$ cat src/rtl/fft32_out_framer.sv
// fft32_out_framer
//   Output stage behind the 32-point FFT. Captures the free-running serial
//   result stream into a two-bank ping-pong RAM. Each complete frame is
//   re-emitted on a valid/ready interface with a frequency index and a
//   last-beat flag. A back-pressuring consumer therefore never stalls the FFT.
//
//   Optional build macro FFT_OUT_BITREV_EN: when defined, the RAM is read at
//   bit-reversed(OIDX), so a bit-reversed FFT result comes out in natural
//   order. When undefined, the read address equals OIDX.
//
// Ports
//   CLK       clock, all logic on the rising edge
//   RST       synchronous active-high reset
//   START     one-cycle frame marker; sample 0 is on DR/DI in the next cycle
//   DR, DI    real/imaginary input sample (nb bits)
//   OVALID    output beat valid
//   OREADY    consumer ready; a beat transfers on OVALID & OREADY
//   OR, OI    real/imaginary output sample (bit-exact copy of the input)
//   OIDX      frequency index of the current beat
//   OLAST     high on the beat with OIDX = NPT-1
//   OVF       sticky: a frame was dropped because both banks were full
//   SYNC_ERR  sticky: START arrived while a frame was still being captured
module fft32_out_framer #(
  parameter int nb  = 16,
  parameter int NPT = 32
) (
  input  logic                      CLK,
  input  logic                      RST,
  input  logic                      START,
  input  logic signed [nb-1:0]      DR,
  input  logic signed [nb-1:0]      DI,
  output logic                      OVALID,
  input  logic                      OREADY,
  output logic signed [nb-1:0]      OR,
  output logic signed [nb-1:0]      OI,
  output logic [$clog2(NPT)-1:0]    OIDX,
  output logic                      OLAST,
  output logic                      OVF,
  output logic                      SYNC_ERR
);

  localparam int AW = $clog2(NPT);
  localparam int MW = 2 * nb;
  localparam logic [AW-1:0] LAST_IDX = AW'(NPT - 1);

  // C_SKIP swallows the NPT samples of a frame dropped on overflow.
  typedef enum logic [1:0] {C_IDLE, C_FILL, C_SKIP} cstate_t;
  typedef enum logic [1:0] {R_IDLE, R_LOAD, R_SEND} rstate_t;

  function automatic logic [AW-1:0] addr_map(input logic [AW-1:0] idx);
`ifdef FFT_OUT_BITREV_EN
    logic [AW-1:0] r;
    for (int b = 0; b < AW; b++) r[b] = idx[AW-1-b];
    return r;
`else
    return idx;
`endif
  endfunction

  logic [MW-1:0] ram [2*NPT];

  cstate_t       cstate_q, cstate_d;
  rstate_t       rstate_q, rstate_d;
  logic [AW-1:0] wcnt_q, wcnt_d;
  logic [AW-1:0] oidx_q, oidx_d;
  logic          wbank_q, wbank_d;
  logic          rbank_q, rbank_d;
  logic [1:0]    full_q, full_d;
  logic          ovf_q, ovf_d;
  logic          sync_err_q, sync_err_d;
  logic [MW-1:0] rdata_q, rdata_d;

  logic          we, re, set_full, clr_full, bank_free;
  logic [AW-1:0] ridx;
  logic [AW:0]   raddr;

  // Read side: R_LOAD primes address 0; in R_SEND each accepted beat
  // prefetches the next address, so back-to-back beats need no bubble.
  always_comb begin
    rstate_d = rstate_q;
    oidx_d   = oidx_q;
    rbank_d  = rbank_q;
    re       = 1'b0;
    ridx     = '0;
    clr_full = 1'b0;
    case (rstate_q)
      R_IDLE: if (full_q[rbank_q]) rstate_d = R_LOAD;
      R_LOAD: begin
        re       = 1'b1;
        oidx_d   = '0;
        rstate_d = R_SEND;
      end
      default: begin
        if (OREADY) begin
          if (oidx_q == LAST_IDX) begin
            clr_full = 1'b1;
            rbank_d  = ~rbank_q;
            oidx_d   = '0;
            rstate_d = full_q[~rbank_q] ? R_LOAD : R_IDLE;
          end else begin
            re     = 1'b1;
            ridx   = oidx_q + 1'b1;
            oidx_d = oidx_q + 1'b1;
          end
        end
      end
    endcase
  end

  assign raddr = {rbank_q, addr_map(ridx)};

  always_comb begin
    rdata_d = rdata_q;
    if (re) rdata_d = ram[raddr];
  end

  // A bank being released by the reader in this very cycle already counts
  // as free for a START aimed at it.
  assign bank_free = !full_q[wbank_q] || (clr_full && (rbank_q == wbank_q));

  always_comb begin
    cstate_d   = cstate_q;
    wcnt_d     = wcnt_q;
    wbank_d    = wbank_q;
    set_full   = 1'b0;
    ovf_d      = ovf_q;
    sync_err_d = sync_err_q;
    we         = 1'b0;
    case (cstate_q)
      C_FILL: begin
        if (START) begin
          // Early START: throw the partial frame away and refill the same bank.
          sync_err_d = 1'b1;
          wcnt_d     = '0;
        end else begin
          we     = 1'b1;
          wcnt_d = wcnt_q + 1'b1;
          if (wcnt_q == LAST_IDX) begin
            set_full = 1'b1;
            wbank_d  = ~wbank_q;
            cstate_d = C_IDLE;
          end
        end
      end
      default: begin
        // C_IDLE and C_SKIP both honour a new START.
        if (START) begin
          wcnt_d = '0;
          if (bank_free) begin
            cstate_d = C_FILL;
          end else begin
            ovf_d    = 1'b1;
            cstate_d = C_SKIP;
          end
        end else if (cstate_q == C_SKIP) begin
          wcnt_d = wcnt_q + 1'b1;
          if (wcnt_q == LAST_IDX) cstate_d = C_IDLE;
        end
      end
    endcase
  end

  // Writer and reader never own the same bank at once, so both updates can apply.
  always_comb begin
    full_d = full_q;
    if (set_full) full_d[wbank_q] = 1'b1;
    if (clr_full) full_d[rbank_q] = 1'b0;
  end

  always_ff @(posedge CLK) begin
    if (we) ram[{wbank_q, wcnt_q}] <= {DR, DI};
  end

  always_ff @(posedge CLK) begin
    if (RST) begin
      cstate_q   <= C_IDLE;
      rstate_q   <= R_IDLE;
      wcnt_q     <= '0;
      oidx_q     <= '0;
      wbank_q    <= 1'b0;
      rbank_q    <= 1'b0;
      full_q     <= '0;
      ovf_q      <= 1'b0;
      sync_err_q <= 1'b0;
      rdata_q    <= '0;
    end else begin
      cstate_q   <= cstate_d;
      rstate_q   <= rstate_d;
      wcnt_q     <= wcnt_d;
      oidx_q     <= oidx_d;
      wbank_q    <= wbank_d;
      rbank_q    <= rbank_d;
      full_q     <= full_d;
      ovf_q      <= ovf_d;
      sync_err_q <= sync_err_d;
      rdata_q    <= rdata_d;
    end
  end

  assign OVALID   = (rstate_q == R_SEND);
  assign OLAST    = OVALID && (oidx_q == LAST_IDX);
  assign OIDX     = oidx_q;
  assign OR       = rdata_q[MW-1:nb];
  assign OI       = rdata_q[nb-1:0];
  assign OVF      = ovf_q;
  assign SYNC_ERR = sync_err_q;

endmodule

$ cat config.mk
export PLATFORM = sky130hd
export DESIGN_NAME = fft32_out_framer
export DESIGN_NICKNAME = d
export VERILOG_FILES = /design/src/rtl/fft32_out_framer.sv
export SDC_FILE = /design/constraint.sdc
export NUM_CORES = 2
export LEC_CHECK = 0
export BUFFER_PORTS_ARGS = -buffer_cell sky130_fd_sc_hd__buf_2
export CAP_MARGIN = 5
export CELL_PAD_IN_SITES_DETAIL_PLACEMENT = 1
export CELL_PAD_IN_SITES_GLOBAL_PLACEMENT = 2
export CORE_ASPECT_RATIO = 1.75
export CORE_MARGIN = 5
export CORE_UTILIZATION = 42
export DETAILED_ROUTE_END_ITERATION = 8
export PLACE_DENSITY_LB_ADDON = 0.1
export RECOVER_POWER = 100
export SYNTH_ARGS = -nofsm -noshare
export SYNTH_HDL_FRONTEND = slang
export SYNTH_SLANG_ARGS = --single-unit
export TNS_END_PERCENT = 1
$ cat constraint.sdc
create_clock -name CLK -period 3.35 [get_ports CLK]
set_clock_uncertainty 0.2 [all_clocks]
set_input_delay 0.5025 -clock CLK [delete_from_list [all_inputs] [get_ports CLK]]
set_output_delay 0.5025 -clock CLK [all_outputs]
set_load 0.005 [all_outputs]
After elaboration in Yosys (flattened, before gate mapping). Memories as Yosys holds them, arrays and structs flattened. A register that Yosys moved wholly into a read port is not among the register bits. Cells that the tools add are included.

Register bits after elaboration: 20. Bits in latches: 0. RAM bits: 2048. Bits in read-only memories: 0. Input port bits: 36. Output and inout port bits: 41. Word-level logic and storage cells: 100. Memories kept: 1.

Memory list: ram (words 64, bits a word 32, read ports 1, clocked after Yosys merged registers in 1, wr ports 1, line 60) `logic [MW-1:0] ram [2*NPT];`.

Add/sub/neg operators: 2. $mul: 0. Div/mod/pow operators: 0. Magnitude comparators: 5. Equality and inequality tests: 9. Shifts and indexed selects: 0. Muxes and demuxes: 45. Bitwise logic cells: 10. Reductions and logical operators: 19.

Operators with widths (count): two-way mux 5 bit (8); two-way mux 2 bit (11); two-way mux 1 bit (21); AND reduction 3 bit (4); adder 5 x 1 -> 5 bit, second input constant (2); == test 5 bit, second input constant (2); one-hot mux 5 bit (2 select lines) (1); nonzero test 3 bit (3); inverter 1 bit (7); < comparator 1 x 2 -> 1 bit, second input constant (3); AND reduction 2 bit (3); == test 2 x 1 -> 1 bit, second input constant (2); == test 2 bit, second input constant (2); logical AND 1 bit (4); != test 2 bit, second input constant (2); one-hot mux 2 bit (2 select lines) (1); AND 2 bit (1); demux 1 bit (select 1 bit) (2); greater-or-equal comparator 1 bit, second input constant (2); logical NOT 2 bit (1); inverter 2 bit (1); OR 2 bit (1); one-hot mux 1 bit (2 select lines) (1); nonzero test 2 bit (1); 4 further kinds (4).

Longest topological paths before layout.
Depth after elaboration: 9. Mapped depth: 15. Depth with buffers taken out: 10.

Worst setup path after synthesis. No wires, ideal clock.

Path type: reg-to-reg. Start: register wbank_q. End: memory ram[44][0] (netlist name) (enable). Setup time: 0.421 ns. Arrival time: 2.657 ns. Required time: 2.729 ns. Path slack: 0.072 ns. Cell stages (with the launch flop): 5. Buffers on the path: 1. Clock period less this slack: 3.278 ns. Cells stage by stage: dfxtp_1 > clkbuf_1 > nand3b_1 > or4_1 > nor2_1.

RTL lines: start, declared (line 66) `logic wbank_q, wbank_d;`; start signal, assigned (line 191) `wbank_q <= wbank_d;`; end, declared (line 60).

Straight into the memory's write port.

Final worst setup path.
Start: register oidx_q[0], in the netlist OIDX[0]. End: register rdata_q[7] (read register of ram).

Longest elaborated chain between the ends: 4. Elaborated cells on any way between the ends: 8. Classes of those cells: add/sub: 1; eq/ne: 1; mux: 6.

RTL lines: start, declared (line 65) `logic [AW-1:0] oidx_q, oidx_d;`; start signal, assigned (line 190) `oidx_q <= oidx_d;`; adder 5 x 1 -> 5 bit or == test 5 bit (tied branches) (line 102, 95); two-way mux 5 bit or two-way mux 1 bit (tied branches) (line 95) `if (oidx_q == LAST_IDX) begin`; two-way mux 5 bit or two-way mux 1 bit (tied branches) (line 94) `if (OREADY) begin`; two-way mux 5 bit or one-hot mux 1 bit (2 select lines) (tied branches) (line 86) `case (rstate_q)`; end, declared (line 71) `logic [MW-1:0] rdata_q, rdata_d;`.

Parallel ways exist; a longest one is shown, timed or not. A chain may end at the register's enable or synchronous reset.

==> results.txt <==
* Outcome: complete, but fails checks
- Failing checks: max-capacitance violations, max-slew violations, negative setup slack
- Number of nets with antenna violations after routing: 0
- Aggregate routed wire length: 299.2 mm
- Area growth syn-to-layout: 18.67%
- Gate family responsible for the most delay along the worst path: compound AO/OA/AOI/OAI gates
* Cell type contributing the most total cell area after synthesis: edfxtp_1
* Clock tree root driver cell: clkbuf_16
- Of the synthesized area, sequential elements account for 0.7533.
- Vias per cell: 5.955
- Clock tree from TritonCTS: done
- For this design the top-level I/O count stands at 77.
* Number of hold violations in the final report: 0
* Dominant cells by area after synthesis: edfxtp_1 74%, nand2_1 4.8%, mux2i_1 3.8%
* Achievable Freq: approximately 290 MHz
- Summed over all nets, the switching power comes to 10.31 mW.
- Area share of the leading cell type in the synthesized netlist: 0.7408
- Crit path buf inv count: 5
- Across every metal layer, demand over resource in global routing totals 0.2805.
* Number of cells produced by synthesis: between 5,000 and 6,000
* Filler cell count in the final layout: 19,087
* Pins over their slew limit: around 1,400
- The critical path is of the reg2reg type.
- Of all flip-flops after synthesis, the portion carrying an async set or reset was 0.
- Port buffering added 76 buffers.
* Gpl congestion: 0.8097
- After floorplanning, the core was sized to cover 0.1973 mm².
- Post-route minimum period: 3.433 ns
- In the finished design, the share of the clock period the worst path needs comes to 1.025.
- Number of iterations in the first detailed-routing pass: 7
- The critical path goes through ha_4, and3_4, ha_4, buf_4, and4bb_4, buf_4, buf_6, nand2_1, a21oi_1, a211oi_1, buf_4, o211ai_1, o311ai_2, buf_4, o311ai_1.
- Setup repair after global routing could not meet its margin everywhere.
- Number of clock buffers inserted by TritonCTS: 197
- On the worst path, the slowest cell contributes a delay of 0.41 ns.
- The initial utilization of the core area, before any placement, comes to 0.4208.
* H-tree level count: 4
* Critical path data arrival time: between 3 and 4 ns
- Timing analysis after detailed placement gives a worst setup slack of -0.5777 ns.
- The layer flagged by global routing as most heavily used is met2.
- The floorplan has around 220 rows.
- Measured in cells, the most critical reg-to-reg path has a length of 15.
- For this run, the number of Yosys warnings is 0.
- In the final layout, the share of cells above drive strength 1 is 0.1823.
* Detailed-route wire length per cell: 33.53 µm
- The routed layout has 53,143 vias.
- Peak supply drop: 0.4057 mV
- Post-synth design cell area: 0.08302 mm²
* First-pass GRT wire length: 417.0 mm
- In this design, the critical path's most frequently occurring cell is buf_4.
- In the routed design, unresolved DRC markers number 0.
* Clock network latency to the later pin of the worst-skew pair: 0.86 ns
- Clock tree sinks: 2,100
- Setup total negative slack on the finished layout was measured at -0.8241 ns.
- The wire-length estimate of the detail-placed layout is 179.8 mm.
* Antenna violations before repair: 13
* Slew at the pin with the worst max-slew slack: 3.138 ns
* Critical path capture point type: flip-flop
* Number of flip-flops and latches in the synthesized netlist: ~2,100
- In the post-route analysis, the smallest setup slack over all paths is -0.08268 ns.
- Data required time of the critical path: 3.89 ns
- Number of distinct standard cells referenced by the synthesized netlist: 78
- In this run the power density over the cells is 527.9 mW/mm².
* Nets: 6,197
* Library cell contributing the largest single delay on the critical path: o211ai_1
* Sequential share of power: 0.555
* Die area: 0.2070 mm²
* WP depth: 15
* Worst slew margin relative to its limit: -1.092
* Overall overflow remaining after global route: 0
- For met1 alone, demand over resource in global routing was 0.3484.
- Clock-pin slew was measured on the worst setup and hold paths at 0.07 ns.
* Pint: 41.69 mW
- Prevailing post-synth register cell: edfxtp_1
- Path class of the lowest-slack min-delay path: in2reg
- In the global route stage, met2 resource usage came out at 0.5092.
* Horizontal die dimension: 346.1 µm
* Kind of launch point of the worst setup path: flip-flop
- The die is around 600 µm tall.
* Number of cells on the worst hold path: 2
* Mean Syn Cell Area: 14.89 µm²
- Of all nets on the critical path, the largest fanout is 21.
- Setup violations remaining at the end of the flow were counted as 42.
* Number of buffers on the longest clock path: 4
- Routing usage on met3: 0.02845
* Number of max-cap violations: 30
- Maximum number of pins on one net before global-route repair: 77
* Clock share of power: 0.434
- Net Count, Synth: 5,614
- In this run, the number of DRC markers left after iteration 0 of detailed routing was 4,734.
- Number of global-route vias before repair: 55,292
- The share of total power dissipated in combinational logic is 0.011.
- Of the total power, the share spent switching nets is 0.1983.
- Leakage component of the power: 33.69 nW
* Count of flip-flops with a built-in enable after synthesis: 2,048
==> worst register-to-register path, delay by kind of cell (launching register included) <==
kind / cells / cell delay, ns
fa+ha+maj: 2 / 0.33
flops: 1 / 0.35
buf+inv: 5 / 0.83
simple gates: 3 / 0.70
compound gates: 5 / 0.93
==> worst paths after layout <==
| check | slack, ns | end | start |
|---|---|---|---|
| max | -0.08 | rdata_q[7] | OIDX[0] |
| min reg2reg | 0.31 | rdata_q[4] | rdata_q[4] |
| max reg2reg | -0.08 | rdata_q[7] | OIDX[0] |
| min | 0.13 | rdata_q[1] | RST |
==> layout by cell type (no fill, tap or decap), types with 80 or more instances in the layout <==
cell | Yosys | final
clkbuf_1 | 89 | 163
nor2_1 | 157 | 127
o22ai_1 | 104 | 102
a211oi_1 | 133 | 124
mux2i_1 | 316 | 313
nor2b_1 | 93 | 93
edfxtp_1 | 2048 | 2048
a31oi_1 | 96 | 80
o21ai_0 | 85 | 80
clkbuf_16 | 0 | 210
a21oi_1 | 236 | 209
nand2_1 | 1063 | 1056
nand3_1 | 247 | 246
buf_4 | 46 | 384
==> metal layers <==
metal / vias up / wire length (µm)
li1: 22569 / -
met1: 28347 / 116900
met2: 1650 / 154800
met3: 577 / 14190
met4: 0 / 13370
met5: - / 0
==> flip-flops by register name, summed over array words and instances (netlist names), 2 cells and up <==
name,cells
OIDX,5
rdata_q,32
wcnt_q,5
ram,2048
rstate_q,2
full_q,2
cstate_q,2
==> cell usage after synthesis (5+ instances only) <==
master,n
a2111oi_0,18
a211o_1,8
a211oi_1,133
a21oi_1,236
a221oi_1,29
a22oi_1,33
a2bb2oi_1,17
a311o_1,14
a311oi_1,61
a31oi_1,96
a32oi_1,6
and3_1,33
buf_1,20
buf_2,195
buf_4,46
buf_6,14
clkbuf_1,89
dfxtp_1,52
edfxtp_1,2048
inv_1,6
mux2_2,48
mux2i_1,316
mux4_2,37
nand2_1,1063
nand3_1,247
nand4_1,8
nor2_1,157
nor2b_1,93
nor3_1,91
nor4_1,24
o211ai_1,12
o21ai_0,85
o221ai_1,27
o22ai_1,104
o2bb2ai_1,5
o31ai_1,14
o41ai_1,9
or3_1,5
==> kinds of logic (layout without fill, tap and decap cells) <==
| group | Yosys count | in the layout | share of synthesized area |
|---|---|---|---|
| multiplexers | 403 | 403 | 0.05495 |
| AO/OA/AOI/OAI | 931 | 931 | 0.07513 |
| flip-flops | 2100 | 2100 | 0.7533 |
| XOR/XNOR | 7 | 7 | 0.0008289 |
| AND/OR/NAND/NOR | 1754 | 1754 | 0.09135 |
| adder cells (fa/ha/maj) | 4 | 4 | 0.0006029 |
| buffers and inverters | 375 | 1103 | 0.02384 |
| other | 0 | 6 | 0 |
==> final cells by class <==
type                            count  area (µm²)  area share
Timing Repair Buffer              752        6822     0.06924
Inverter                            7       26.28   0.0002667
Multi-Input combinational cell   3099       19570      0.1987
Clock inverter                     96        1026     0.01041
Tap cell                         2616        3273     0.03322
Clock buffer                      248        5236     0.05315
Sequential cell                  2100       62550      0.6349
Antenna cell                        6       15.01   0.0001524
==> through the flow <==
step	cell area [µm²]	utilization	instances	power (mW)	hold WS, ns
after floorplan	83020	-	5574	29.46	0.2495
after global placement	91720	0.4649	8516	29.98	0.2808
after detailed placement	91720	0.4649	8516	30.01	0.2971
after CTS	99000	0.5018	8882	52.39	0.01069
after global routing	98510	0.4993	8922	53.51	0.09577
final	98520	0.4994	8924	52.01	0.1324
==> power by group through the flow <==
stage	clock network, mW	logic, mW	registers, mW
2_1_floorplan	0	0.0626	29.4
3_3_place_gp	0	0.586	29.4
3_5_place_dp	0	0.614	29.4
4_1_cts	22.9	0.626	28.8
5_1_grt	24.0	0.627	28.8
6_report	22.6	0.586	28.9
==> what timing repair did <==
action | CTS | global route
gates cloned | 6 | 9
hold endpoints to repair | 215 | 0
pin swaps | 30 | 34
hold buffers | 7 | 0
resized for setup | 133 | 104
setup endpoints to repair | 33 | 33
setup buffers | 10 | 29
Note: power is estimated with default switching activity, not from simulation.
